### src/rtl/dsp_uart_pkg.sv
// Shared definitions for the display UART output stage: TX FSM states and
// word/byte geometry.
package dsp_uart_pkg;

  typedef enum logic [1:0] {
    IDLE  = 2'd0,
    START = 2'd1,
    DATA  = 2'd2,
    STOP  = 2'd3
  } tx_state_e;

  localparam int unsigned UART_BITS      = 8;
  localparam int unsigned BYTES_PER_WORD = 2;
  localparam int unsigned WORD_W         = UART_BITS * BYTES_PER_WORD;

endpackage

### src/rtl/dsp_uart_fifo.sv
// Show-ahead synchronous FIFO buffering captured display words.
// dout always presents the head entry; it is valid while empty is low.
module dsp_fifo
  import dsp_uart_pkg::*;
#(
  parameter int unsigned DEPTH = 8,
  parameter int unsigned WIDTH = WORD_W
) (
  input  logic             clk,
  input  logic             rst,
  input  logic             push,
  input  logic             pop,
  input  logic [WIDTH-1:0] din,
  output logic [WIDTH-1:0] dout,
  output logic             full,
  output logic             empty
);

  localparam int unsigned AW = $clog2(DEPTH);

  logic [WIDTH-1:0] mem_q [DEPTH];
  logic [AW-1:0]    wr_ptr_q;
  logic [AW-1:0]    rd_ptr_q;
  logic [AW:0]      count_q;
  logic [AW:0]      count_d;
  logic             wr_en;
  logic             rd_en;

  // A push into a full FIFO is refused even when a pop frees a slot this cycle.
  assign wr_en = push & ~full;
  assign rd_en = pop & ~empty;

  always_comb begin
    count_d = count_q;
    case ({wr_en, rd_en})
      2'b10:   count_d = count_q + (AW+1)'(1);
      2'b01:   count_d = count_q - (AW+1)'(1);
      default: count_d = count_q;
    endcase
  end

  always_ff @(posedge clk) begin
    if (!rst) begin
      wr_ptr_q <= '0;
      rd_ptr_q <= '0;
      count_q  <= '0;
    end else begin
      if (wr_en) wr_ptr_q <= wr_ptr_q + AW'(1);
      if (rd_en) rd_ptr_q <= rd_ptr_q + AW'(1);
      count_q <= count_d;
    end
  end

  always_ff @(posedge clk) begin
    if (wr_en) mem_q[wr_ptr_q] <= din;
  end

  assign dout  = mem_q[rd_ptr_q];
  assign full  = (count_q == (AW+1)'(DEPTH));
  assign empty = (count_q == '0);

endmodule

### src/rtl/dsp_uart.sv
// Display output stage: captures OUT words from the CPU bus into a FIFO and
// sends each as two 8N1 UART bytes, high byte first.
module dsp_uart
  import dsp_uart_pkg::*;
#(
  parameter int unsigned CLK_DIV = 16,
  parameter int unsigned DEPTH   = 8
) (
  input  logic        clk,
  input  logic        rst,
  input  logic [15:0] in,
  input  logic        dsp_in_en,
  output logic        tx,
  output logic        busy,
  output logic        full,
  output logic        empty,
  output logic        overflow
);

  localparam int unsigned BW = $clog2(CLK_DIV);
  localparam int unsigned IW = $clog2(UART_BITS);

  tx_state_e      state_q, state_d;
  logic [BW-1:0]  baud_q, baud_d;
  logic [IW-1:0]  bit_q, bit_d;
  logic [7:0]     shift_q, shift_d;
  logic [7:0]     lo_q, lo_d;
  logic           byte_sel_q, byte_sel_d;
  logic           overflow_q, overflow_d;
  logic           pop;
  logic           tick;
  logic [15:0]    fifo_dout;

  dsp_fifo #(
    .DEPTH(DEPTH),
    .WIDTH(WORD_W)
  ) u_fifo (
    .clk  (clk),
    .rst  (rst),
    .push (dsp_in_en),
    .pop  (pop),
    .din  (in),
    .dout (fifo_dout),
    .full (full),
    .empty(empty)
  );

  assign tick = (baud_q == BW'(CLK_DIV - 1));

  always_ff @(posedge clk) begin
    if (!rst) begin
      state_q    <= IDLE;
      baud_q     <= '0;
      bit_q      <= '0;
      shift_q    <= '0;
      lo_q       <= '0;
      byte_sel_q <= 1'b0;
      overflow_q <= 1'b0;
    end else begin
      state_q    <= state_d;
      baud_q     <= baud_d;
      bit_q      <= bit_d;
      shift_q    <= shift_d;
      lo_q       <= lo_d;
      byte_sel_q <= byte_sel_d;
      overflow_q <= overflow_d;
    end
  end

  // The low byte is latched at pop time because the FIFO head moves on.
  always_comb begin
    state_d    = state_q;
    baud_d     = tick ? '0 : baud_q + BW'(1);
    bit_d      = bit_q;
    shift_d    = shift_q;
    lo_d       = lo_q;
    byte_sel_d = byte_sel_q;
    pop        = 1'b0;
    overflow_d = overflow_q | (dsp_in_en & full);
    case (state_q)
      IDLE: begin
        baud_d = '0;
        if (!empty) begin
          pop        = 1'b1;
          shift_d    = fifo_dout[15:8];
          lo_d       = fifo_dout[7:0];
          byte_sel_d = 1'b0;
          bit_d      = '0;
          state_d    = START;
        end
      end
      START: begin
        if (tick) begin
          bit_d   = '0;
          state_d = DATA;
        end
      end
      DATA: begin
        if (tick) begin
          shift_d = {1'b0, shift_q[7:1]};
          if (bit_q == IW'(UART_BITS - 1)) state_d = STOP;
          else                            bit_d   = bit_q + IW'(1);
        end
      end
      STOP: begin
        if (tick) begin
          if (!byte_sel_q) begin
            shift_d    = lo_q;
            byte_sel_d = 1'b1;
            state_d    = START;
          end else if (!empty) begin
            pop        = 1'b1;
            shift_d    = fifo_dout[15:8];
            lo_d       = fifo_dout[7:0];
            byte_sel_d = 1'b0;
            state_d    = START;
          end else begin
            state_d = IDLE;
          end
        end
      end
      default: state_d = IDLE;
    endcase
  end

  always_comb begin
    case (state_q)
      START:   tx = 1'b0;
      DATA:    tx = shift_q[0];
      default: tx = 1'b1;
    endcase
    busy = (state_q != IDLE) | ~empty;
  end

  assign overflow = overflow_q;

endmodule

### config.mk
export PLATFORM = sky130hd
export DESIGN_NAME = dsp_uart
export DESIGN_NICKNAME = d
export VERILOG_FILES = /design/src/rtl/dsp_uart_pkg.sv /design/src/rtl/dsp_uart_fifo.sv /design/src/rtl/dsp_uart.sv
export SDC_FILE = /design/constraint.sdc
export NUM_CORES = 1
export LEC_CHECK = 0
export CAP_MARGIN = 15
export CORE_MARGIN = 1.5
export CORE_UTILIZATION = 48
export CTS_BUF_LIST = sky130_fd_sc_hd__clkbuf_4
export DETAILED_ROUTE_END_ITERATION = 10
export PLACE_DENSITY = 0.75
export SYNTH_ARGS = -nofsm -noshare
export SYNTH_HDL_FRONTEND = slang
export SYNTH_SLANG_ARGS = --single-unit
export TNS_END_PERCENT = 50
### constraint.sdc
create_clock -name clk -period 2.9 [get_ports clk]
set_input_delay 0.58 -clock clk [delete_from_list [all_inputs] [get_ports clk]]
set_output_delay 0.58 -clock clk [all_outputs]
set_load 0.02 [all_outputs]
==> results.py <==
metrics = {
    "placement": {
        "hpwl_um": 7420,
        "dp.cells": 616,
        "io_buffer_count": 23,
        "gp_congestion": 0.841,
    },
    "clocking": {
        "cts_root_buf": "clkbuf_4",
        "numCtsBuffers": 17,
        "clk_pin_slew_ps": 130,
        "postCtsSetupBuffers": 0,
        "hold_buffers": 0,
        "cts_resized": 2,
        "cts_max_path_buffers": 2,
        "clock_sinks": 168,
        "clk_latency_ps": 560,
        "cts_tree": "done",
        "htree_levels": 4,
    },
    "synthesis": {
        "synth.top_cell.area_share_pct": 56.4,
        "yosysTopAreaCell": "edfxtp_1",
        "synth-seq-cells": 168,
        "synth_most_common_cell": "edfxtp_1",
        "synth_xor_area_share_pct": 1.16,
        "async_flop_share_pct": 0,
        "synth_cell_types": 50,
        "synth-simple-area-share_pct": 5.80,
        "synth_adder_area_share_pct": 2.57,
        "netlist_instances": 414,
        "synthTopCellsByArea": "edfxtp_1, dfxtp_1, mux4_2",
        "synth_edf_count": 128,
        "synthMuxAreaShare_pct": 13.6,
        "synth.cell_area_um2": 6820,
        "seq_area_frac_synth_pct": 68.1,
        "syn_nets": 447,
        "synth_top_family_by_area": "multiplexers",
        "synth_top_cells_by_count": "edfxtp_1, dfxtp_1, mux4_2",
        "avgSynthCellArea_um2": 16.5,
        "synth_compound_area_share_pct": 6.66,
        "yosysWarnings": 0,
        "yosys_most_used_dff": "edfxtp_1",
    },
    "sta": {
        "tightest_slew_ps": 566,
        "rsz0062_at_grt": "false",
        "setup_viol": 0,
        "setup-tns-final_ps": 0,
        "max_slew_margin_pct": 62.2,
        "slew_viol_final": 0,
        "period_needed_ps": 2690,
        "hold_viol": 0,
        "skew_ps": 14.8,
        "max_freq_mhz": 372,
        "period_share_pct": 92.6,
    },
    "floorplan": {
        "ioPinCount": 24,
        "initial_core_util_pct": 49.1,
        "die_area_um2": 14900,
        "design.core.area_um2": 13900,
        "row_count": 43,
        "die_w_um": 122,
        "fp.dieH_um": 122,
    },
    "critical_path": {
        "critPathLaunchType": "flop",
        "cp.required_ps": 2320,
        "cp.arrival_ps": 2110,
        "crit_path_end_kind": "output port",
        "cp_max_fo": 7,
        "crit_type": "flop to output port",
    },
    "flow_run": {
        "drv_cap": 0,
    },
    "detailed_routing": {
        "vias_per_cell": 5.60,
        "ant_nets": 0,
        "firstDrtPassIters": 4,
        "vias": 3629,
        "avgRoutedWirePerCell_um": 19.1,
        "drt_iter0_markers": 249,
        "drcViolationCount": 0,
        "wirelength_um": 12300,
    },
    "global_routing": {
        "track_usage_pct": 18.0,
        "grt_pass1_wl_um": 19300,
        "grt_max_degree": 34,
        "globalRouteOverflowTotal": 0,
        "met1_usage_pct": 22.4,
        "top_usage_layer": "met2",
        "grt_util_met2_pct": 30.4,
        "use_met3_pct": 4.87,
        "grt_pass1_vias": 3666,
        "antenna_found_initial": 1,
    },
    "pwr": {
        "p_leak_nw": 2.47,
        "peakVddDrop_mv": 0.438,
        "power_per_cell_area_nw_per_um2": 835,
    },
    "finish": {
        "nFillCells": 1140,
        "final_nets": 488,
        "final_util_pct": 55.0,
        "synthToLayoutAreaGrowth_pct": 12.0,
        "fin_cells": 648,
        "drive_above_1_share_pct": 21.2,
    },
    "outcome": {
        "status": "finished, final reports clean",
    },
    "hold_path": {
        "hp-class": "flop to flop",
    },
}
[routing by layer]
| layer | wire [um] | share of wire, % |
|---|---|---|
| met1 | 5260 | 43 |
| met2 | 6170 | 50 |
| met3 | 693 | 5.6 |
| met4 | 224 | 1.8 |
| met5 | 0 | 0 |
[sequential cells by signal, summed over array words and instances (netlist names), 2 cells and up, named ones only]
register	flops
shift_q	8
baud_q	4
state_q	2
u_fifo.rd_ptr_q	3
lo_q	8
u_fifo.count_q	4
u_fifo.mem_q	128
u_fifo.wr_ptr_q	3
bit_q	3
[per-stage QoR]
step	hold WS [ps]	cell area (um^2)	total power (W)	setup WS [ps]
floorplan	418	6820	0.00455	347
global placement	425	7350	0.00504	295
detailed placement	444	7350	0.00512	234
CTS	465	7630	0.00644	50.4
global route	499	7640	0.00674	57.4
finish	465	7640	0.00638	214
[critical path, stage by stage (launching register included)]
cell	delay, ps
dfxtp_2	440
inv_1	120
ha_1	230
mux2i_1	150
clkdlybuf4s50_1	620
[layout make-up]
| type | count | area (um^2) | area share (%) |
|---|---|---|---|
| antenna | 1 | 2.50 | 0.0328 |
| clock buffer | 17 | 128 | 1.67 |
| clock inverter | 14 | 146 | 1.92 |
| inverter | 7 | 26.3 | 0.344 |
| multi-input combinational | 219 | 2070 | 27.1 |
| sequential | 168 | 4650 | 60.9 |
| tap | 180 | 225 | 2.95 |
| timing repair buffer | 42 | 388 | 5.08 |
[where the power goes]
part | internal [W] | switching, W | total (W)
combinational | 0.000942 | 0.00102 | 0.00196
sequential | 0.00286 | 0.000245 | 0.00310
clock | 0.000511 | 0.000803 | 0.00131
total | 0.00431 | 0.00206 | 0.00638
[cells by family after synthesis]
family | after synthesis
muxes | 54
adders and majority gates | 14
AOI/OAI and AO/OA | 66
xor gates and xnor gates | 9
and+or+nand+nor | 76
DFF | 168
buffers and inverters | 27
[placed cells by master, fill, tap and decap left out, types with 3 or more instances in the layout]
| cell | count |
|---|---|
| a21oi_1 | 24 |
| a22oi_1 | 7 |
| buf_4 | 18 |
| clkbuf_4 | 17 |
| clkdlybuf4s50_1 | 22 |
| clkinvlp_4 | 3 |
| dfxtp_1 | 37 |
| dfxtp_2 | 3 |
| edfxtp_1 | 128 |
| ha_1 | 14 |
| inv_1 | 7 |
| inv_6 | 3 |
| mux2i_1 | 23 |
| mux4_2 | 31 |
| nand2_1 | 11 |
| nand2b_1 | 8 |
| nand3_1 | 7 |
| nand3b_1 | 5 |
| nor2_1 | 28 |
| nor3_2 | 6 |
| o21ai_0 | 9 |
| o22ai_1 | 7 |
| xnor2_1 | 3 |
| xor2_1 | 6 |
[final timing paths]
kind              startpoint           endpoint  slack, ps  depth (start not counted)
hold reg to reg    baud_q[0]          baud_q[0]        460                          1
setup / recovery  state_q[1]                 tx        210                          4
hold / removal     baud_q[0]          baud_q[0]        460                          1
setup reg to reg   baud_q[0]  u_fifo.count_q[2]        270                         11
(Power assumes the default switching activity.)
